## src/rtl/ifetch_pkg.sv

```systemverilog
// ifetch_pkg: shared types, default widths and helpers for the instruction fetch unit.
package ifetch_pkg;
  localparam int DEF_DEPTH  = 2;
  localparam int DEF_ADDR_W = 32;
  localparam int DEF_DATA_W = 32;
  typedef struct packed {
    logic [DEF_ADDR_W-1:0] pc;
    logic [DEF_DATA_W-1:0] instr;
    logic                  filled;
  } fetch_entry_t;
  typedef enum logic {IF_RUN, IF_DRAIN} ifetch_state_t;
  function automatic logic [31:0] sat_add(logic [31:0] a, logic [31:0] b);
    logic [32:0] s;
    s = {1'b0, a} + {1'b0, b};
    return s[32] ? '1 : s[31:0];
  endfunction
endpackage

```

## src/rtl/ifetch_buf.sv

```systemverilog
// ifetch_buf: in-order circular buffer of fetch entries; allocated at tail, filled
// oldest-unfilled-first, popped at head, cleared wholesale on redirect.
module ifetch_buf
  import ifetch_pkg::*;
#(
  parameter int DEPTH  = DEF_DEPTH,
  parameter int ADDR_W = DEF_ADDR_W,
  parameter int DATA_W = DEF_DATA_W,
  localparam int PW = $clog2(DEPTH),
  localparam int CW = PW + 1
) (
  input  logic              clk,
  input  logic              clr_n,
  input  logic              clear,
  input  logic              alloc,
  input  logic [ADDR_W-1:0] alloc_pc,
  input  logic              fill,
  input  logic [DATA_W-1:0] fill_data,
  input  logic              pop,
  output fetch_entry_t      head,
  output logic [CW-1:0]     count,
  output logic [CW-1:0]     unfilled
);
  fetch_entry_t mem [DEPTH];
  logic [PW-1:0] hd, tl, fp;
  assign head = mem[hd];
  // Responses return in order, so fp always points at the oldest unfilled entry.
  always_ff @(posedge clk or negedge clr_n)
    if (!clr_n) begin
      hd       <= '0;
      tl       <= '0;
      fp       <= '0;
      count    <= '0;
      unfilled <= '0;
      for (int i = 0; i < DEPTH; i++) mem[i] <= '0;
    end else if (clear) begin
      hd       <= '0;
      tl       <= '0;
      fp       <= '0;
      count    <= '0;
      unfilled <= '0;
    end else begin
      if (alloc) begin
        mem[tl] <= '{pc: DEF_ADDR_W'(alloc_pc), instr: '0, filled: 1'b0};
        tl      <= tl + PW'(1);
      end
      if (fill) begin
        mem[fp].instr  <= DEF_DATA_W'(fill_data);
        mem[fp].filled <= 1'b1;
        fp             <= fp + PW'(1);
      end
      if (pop) hd <= hd + PW'(1);
      count    <= count + CW'(alloc) - CW'(pop);
      unfilled <= unfilled + CW'(alloc) - CW'(fill);
    end
endmodule

```

## src/rtl/ifetch_unit.sv

```systemverilog
// ifetch_unit: accepts fetch PCs, issues them to imem and delivers (instr, pc) to decode in order.
// Optional IFETCH_STATS_EN adds saturating stat_issued / stat_dropped counters.
module ifetch_unit
  import ifetch_pkg::*;
#(
  parameter int DEPTH  = DEF_DEPTH,
  parameter int ADDR_W = DEF_ADDR_W,
  parameter int DATA_W = DEF_DATA_W
) (
  input  logic              clk,
  input  logic              clr_n,
  input  logic [ADDR_W-1:0] pc_in,
  input  logic              pc_valid,
  output logic              pc_ready,
  output logic              imem_req_valid,
  input  logic              imem_req_ready,
  output logic [ADDR_W-1:0] imem_addr,
  input  logic              imem_rsp_valid,
  input  logic [DATA_W-1:0] imem_rsp_data,
  output logic              id_valid,
  input  logic              id_ready,
  output logic [DATA_W-1:0] id_instr,
  output logic [ADDR_W-1:0] id_pc,
  input  logic              flush
`ifdef IFETCH_STATS_EN
  ,
  output logic [31:0]       stat_issued,
  output logic [31:0]       stat_dropped
`endif
);
  localparam int CW = $clog2(DEPTH) + 1;
  ifetch_state_t state, state_nx;
  logic [CW-1:0] drop_cnt, drop_nx, count, unfilled;
  fetch_entry_t head;
  logic issue_ok, issue, pop, rsp_hit, fill;
  // Gating with clr_n keeps every handshake output low while reset is held.
  assign issue_ok       = clr_n && state == IF_RUN && !flush && count < CW'(DEPTH);
  assign imem_req_valid = pc_valid && issue_ok;
  assign pc_ready       = imem_req_ready && issue_ok;
  assign issue          = pc_valid && pc_ready;
  assign imem_addr      = pc_in;
  assign id_valid       = count != '0 && head.filled;
  assign id_instr       = DATA_W'(head.instr);
  assign id_pc          = ADDR_W'(head.pc);
  assign pop            = id_valid && id_ready && !flush;
  assign rsp_hit        = imem_rsp_valid && state == IF_RUN && unfilled != '0;
  assign fill           = rsp_hit && !flush;
  ifetch_buf #(.DEPTH(DEPTH), .ADDR_W(ADDR_W), .DATA_W(DATA_W)) u_buf (
    .clk      (clk),
    .clr_n    (clr_n),
    .clear    (flush),
    .alloc    (issue),
    .alloc_pc (pc_in),
    .fill     (fill),
    .fill_data(imem_rsp_data),
    .pop      (pop),
    .head     (head),
    .count    (count),
    .unfilled (unfilled)
  );
  // A response landing in the flush cycle is dropped at once and not counted as pending.
  always_comb begin
    state_nx = state;
    drop_nx  = drop_cnt;
    if (state == IF_DRAIN) begin
      drop_nx  = drop_cnt - CW'(imem_rsp_valid);
      state_nx = drop_nx == '0 ? IF_RUN : IF_DRAIN;
    end else if (flush) begin
      drop_nx  = unfilled - CW'(rsp_hit);
      state_nx = drop_nx == '0 ? IF_RUN : IF_DRAIN;
    end
  end
  always_ff @(posedge clk or negedge clr_n)
    if (!clr_n) begin
      state    <= IF_RUN;
      drop_cnt <= '0;
    end else begin
      state    <= state_nx;
      drop_cnt <= drop_nx;
    end
`ifdef IFETCH_STATS_EN
  logic [31:0] drop_inc;
  always_comb drop_inc = (flush && state == IF_RUN ? 32'(count - unfilled) : '0)
                       + 32'(state == IF_DRAIN ? imem_rsp_valid : flush && rsp_hit);
  always_ff @(posedge clk or negedge clr_n)
    if (!clr_n) begin
      stat_issued  <= '0;
      stat_dropped <= '0;
    end else begin
      stat_issued  <= sat_add(stat_issued, 32'(issue));
      stat_dropped <= sat_add(stat_dropped, drop_inc);
    end
`endif
  rsp_expected: assert property (@(posedge clk) disable iff (!clr_n)
    imem_rsp_valid |-> (unfilled != '0 || drop_cnt != '0));
endmodule

```

## config.mk

```make
export PLATFORM = sky130hd
export DESIGN_NAME = ifetch_unit
export DESIGN_NICKNAME = d
export VERILOG_FILES = /design/src/rtl/ifetch_pkg.sv /design/src/rtl/ifetch_buf.sv /design/src/rtl/ifetch_unit.sv
export SDC_FILE = /design/constraint.sdc
export NUM_CORES = 1
export LEC_CHECK = 0
export ABC_CLOCK_PERIOD_IN_PS = 2250
export CAP_MARGIN = 15
export CORE_AREA = 2 2 129 131
export DETAILED_ROUTE_END_ITERATION = 8
export DIE_AREA = 0 0 131 133
export GPL_TIMING_DRIVEN = 0
export HOLD_SLACK_MARGIN = 0.03
export MAX_ROUTING_LAYER = met4
export PLACE_DENSITY_LB_ADDON = 0.15
export SLEW_MARGIN = 20
export SYNTH_ARGS = -nofsm -noshare
export SYNTH_HDL_FRONTEND = slang
export SYNTH_SLANG_ARGS = --single-unit
```

## constraint.sdc

```tcl
create_clock -name clk -period 2.25 [get_ports clk]
set_clock_uncertainty 0.15 [all_clocks]
set_input_delay 0.225 -clock clk [delete_from_list [all_inputs] [get_ports clk]]
set_output_delay 0.225 -clock clk [all_outputs]
set_load 0.02 [all_outputs]
```

==> impl_metrics.json <==
{
  "clk_pin_slew_ns": 0.06,
  "die_h_um": 133,
  "viasPerCell": 5.00,
  "area_growth_pct": 36.2,
  "yosysMostFrequentCell": "dfrtp_1",
  "grt_usage": 0.216,
  "grt_max_degree": 72,
  "filler_cell_count": 1282,
  "drtPass1Iterations": 4,
  "io_buffers": 169,
  "route.vias.total": 4974,
  "place_area_mm2": 0.00924,
  "ir_drop_mv": 0.614,
  "dieArea_mm2": 0.0174,
  "synth_fp_nets": 639,
  "clk_latency_ns": 0.42,
  "wirelength_um": 17400,
  "crit_family": "buffers and inverters",
  "wl_per_cell_um": 17.6,
  "hpwl_um": 12000,
  "ys_top_cells_by_count": "dfrtp_1, mux2_2, o21ai_0",
  "yosys_warnings": 0,
  "worst_slew_pin_slew_ns": 0.562,
  "hold_viol": 69,
  "htreeDepth": 4,
  "synth-edff-count": 0,
  "pin_count": 170,
  "synth_top_area_cell": "dfrtp_1",
  "met1_length_um": 7990,
  "finalSetupViolCount": 0,
  "top_layer_used": "met4",
  "fin_util": 0.610,
  "avgSynthCellArea_um2": 12.9,
  "path_class": "register to primary output",
  "status": "finished, violations left",
  "fin_nets": 838,
  "period_minus_slack_ns": 2.23,
  "post-place-ws_ns": -0.617,
  "cts_tree": "yes",
  "slew_viol_final": 0,
  "grt-ovfl-total": 0,
  "clock-sinks": 140,
  "antenna_cells": 0,
  "critPathSlowestCell": "clkdlybuf4s50_1",
  "rows": 47,
  "rsz0062_at_grt": "yes",
  "cap_viol_max_count": 0,
  "cp-end-kind": "primary output",
  "dr_wl_met3_um": 711,
  "cts_buffer_depth": 2,
  "synth-main-ff-cell": "dfrtp_1",
  "core-area_mm2": 0.0162,
  "whs_ns": -0.404,
  "drc": 0,
  "cp.required_ns": 1.88,
  "slowest_delay_ns": 0.55,
  "power-per-cell-area_mw_per_mm2": 999,
  "grt_pass1_vias": 5445,
  "start_kind": "register",
  "drtIter0Drc": 211,
  "place.gp.congestion": 0.764,
  "cts-buffers-inserted": 17,
  "final_area_mm2": 0.00986,
  "synth_top_area_frac": 0.484,
  "synthArstFlopShare": 1.00,
  "hold_path.class": "input port to async pin",
  "synth_cell_type_count": 36,
  "crit_fanout": 4,
  "crit_chain": "mux2i_2 -> nor2_1 -> clkdlybuf4s50_1",
  "ant_nets": 0,
  "yosysSeqAreaShare": 0.484,
  "grt_pass1_wl_um": 28200,
  "finalCritPeriodShare": 0.992,
  "synth-seq-cells": 140,
  "cts_root_buffer": "clkbuf_16",
  "total_power_uw": 9850,
  "die_x_um": 131,
  "violations": "negative hold slack",
  "leakage_uw": 0.00518,
  "timing.final.ws_setup_ns": 0.0175,
  "start_util": 0.448,
  "antenna_found_initial": 0,
  "syn-cell-area_mm2": 0.00724,
  "wl_met2_um": 8560,
  "critical_path_arrival_ns": 1.86,
  "timing.fmax_ghz": 0.448,
  "cp_num_buf_inv": 1,
  "syn_inst": 562,
  "slew_headroom": 0.625,
  "drive_gt1_frac": 0.363,
  "synth.area.top_cells": "dfrtp_1, mux2_4, mux2_2"
}
[worst paths after layout]
| path | start | to | slack [ns] | cells past startpoint |
|---|---|---|---|---|
| hold reg to reg | register | register | 0.35 | 1 |
| min in group clk | imem_rsp_data[21] | u_buf.mem[22] | 0.21 | 3 |
| max in group asynchronous | clr_n | async pin | 1.61 | 2 |
| setup reg to reg | u_buf.hd | u_buf.count[1] | 0.05 | 9 |
| setup / recovery | u_buf.hd | id_valid | 0.02 | 3 |
| hold / removal | clr_n | u_buf.mem[87] | -0.40 | 1 |
[final cells by class]
type,count,area (um2),area share
Inverter,40,150,0.0152
Timing Repair Buffer,181,1610,0.163
Buffer,68,597,0.0605
Multi-Input combinational cell,313,3100,0.315
Clock buffer,21,460,0.0467
Tap cell,220,275,0.0279
Sequential cell,140,3500,0.355
Clock inverter,11,165,0.0167
[repair_timing]
| action | CTS | global route |
|---|---|---|
| setup endpoints to repair | 69 | 110 |
| gates cloned | 0 | 0 |
| pin swaps | 1 | 4 |
| buffers inserted | 6 | 5 |
| gates resized for setup | 148 | 46 |
| hold endpoints to repair | 69 | 69 |
[placed cells by master (no fill, tap or decap), types with 2 or more instances in the layout]
| cell | count |
|---|---|
| ha_1 | 6 |
| buf_12 | 7 |
| clkbuf_1 | 13 |
| clkinv_2 | 4 |
| nor2_1 | 8 |
| bufinv_16 | 4 |
| clkbuf_8 | 2 |
| buf_6 | 7 |
| nor2_8 | 2 |
| dlygate4sd2_1 | 25 |
| clkbuf_2 | 39 |
| xor2_1 | 2 |
| nor3_2 | 2 |
| clkbuf_16 | 19 |
| buf_4 | 46 |
| mux2_2 | 69 |
| buf_8 | 3 |
| nor2b_1 | 4 |
| inv_1 | 40 |
| buf_2 | 3 |
| xnor2_1 | 4 |
| nand2_1 | 3 |
| dfrtp_1 | 139 |
| mux2_4 | 60 |
| clkdlybuf4s50_1 | 102 |
| nor2_4 | 2 |
| o21ai_0 | 68 |
| mux2i_1 | 64 |
| clkdlybuf4s15_2 | 2 |
[where the power goes]
| part | switching [uW] | internal [uW] |
|---|---|---|
| clock | 1060 | 1910 |
| combinational | 1740 | 1660 |
| sequential | 325 | 3140 |
[per-layer routing]
metal  up-vias  global-route usage
li1       2307                   -
met3        15              0.0477
met1      2534               0.281
met2       118               0.344
met5         -                   -
met4         0              0.0544
[metrics by stage]
stage	std cells	setup TNS [ns]
2_1_floorplan	562	0
6_report	994	0
5_1_grt	994	-0.0556
3_5_place_dp	952	-51.94
3_3_place_gp	951	-1324.89
4_1_cts	990	0
[kinds of logic after synthesis]
family                     Yosys count  synth area share
and+or+nand+nor                     32            0.0309
muxes                              194             0.322
xor gates and xnor gates             6           0.00726
adders and majority gates            6            0.0104
AOI/OAI and AO/OA                   75            0.0536
buffers and inverters              109            0.0926
DFF                                140             0.484
No activity file was read; power rests on OpenSTA's default activity.
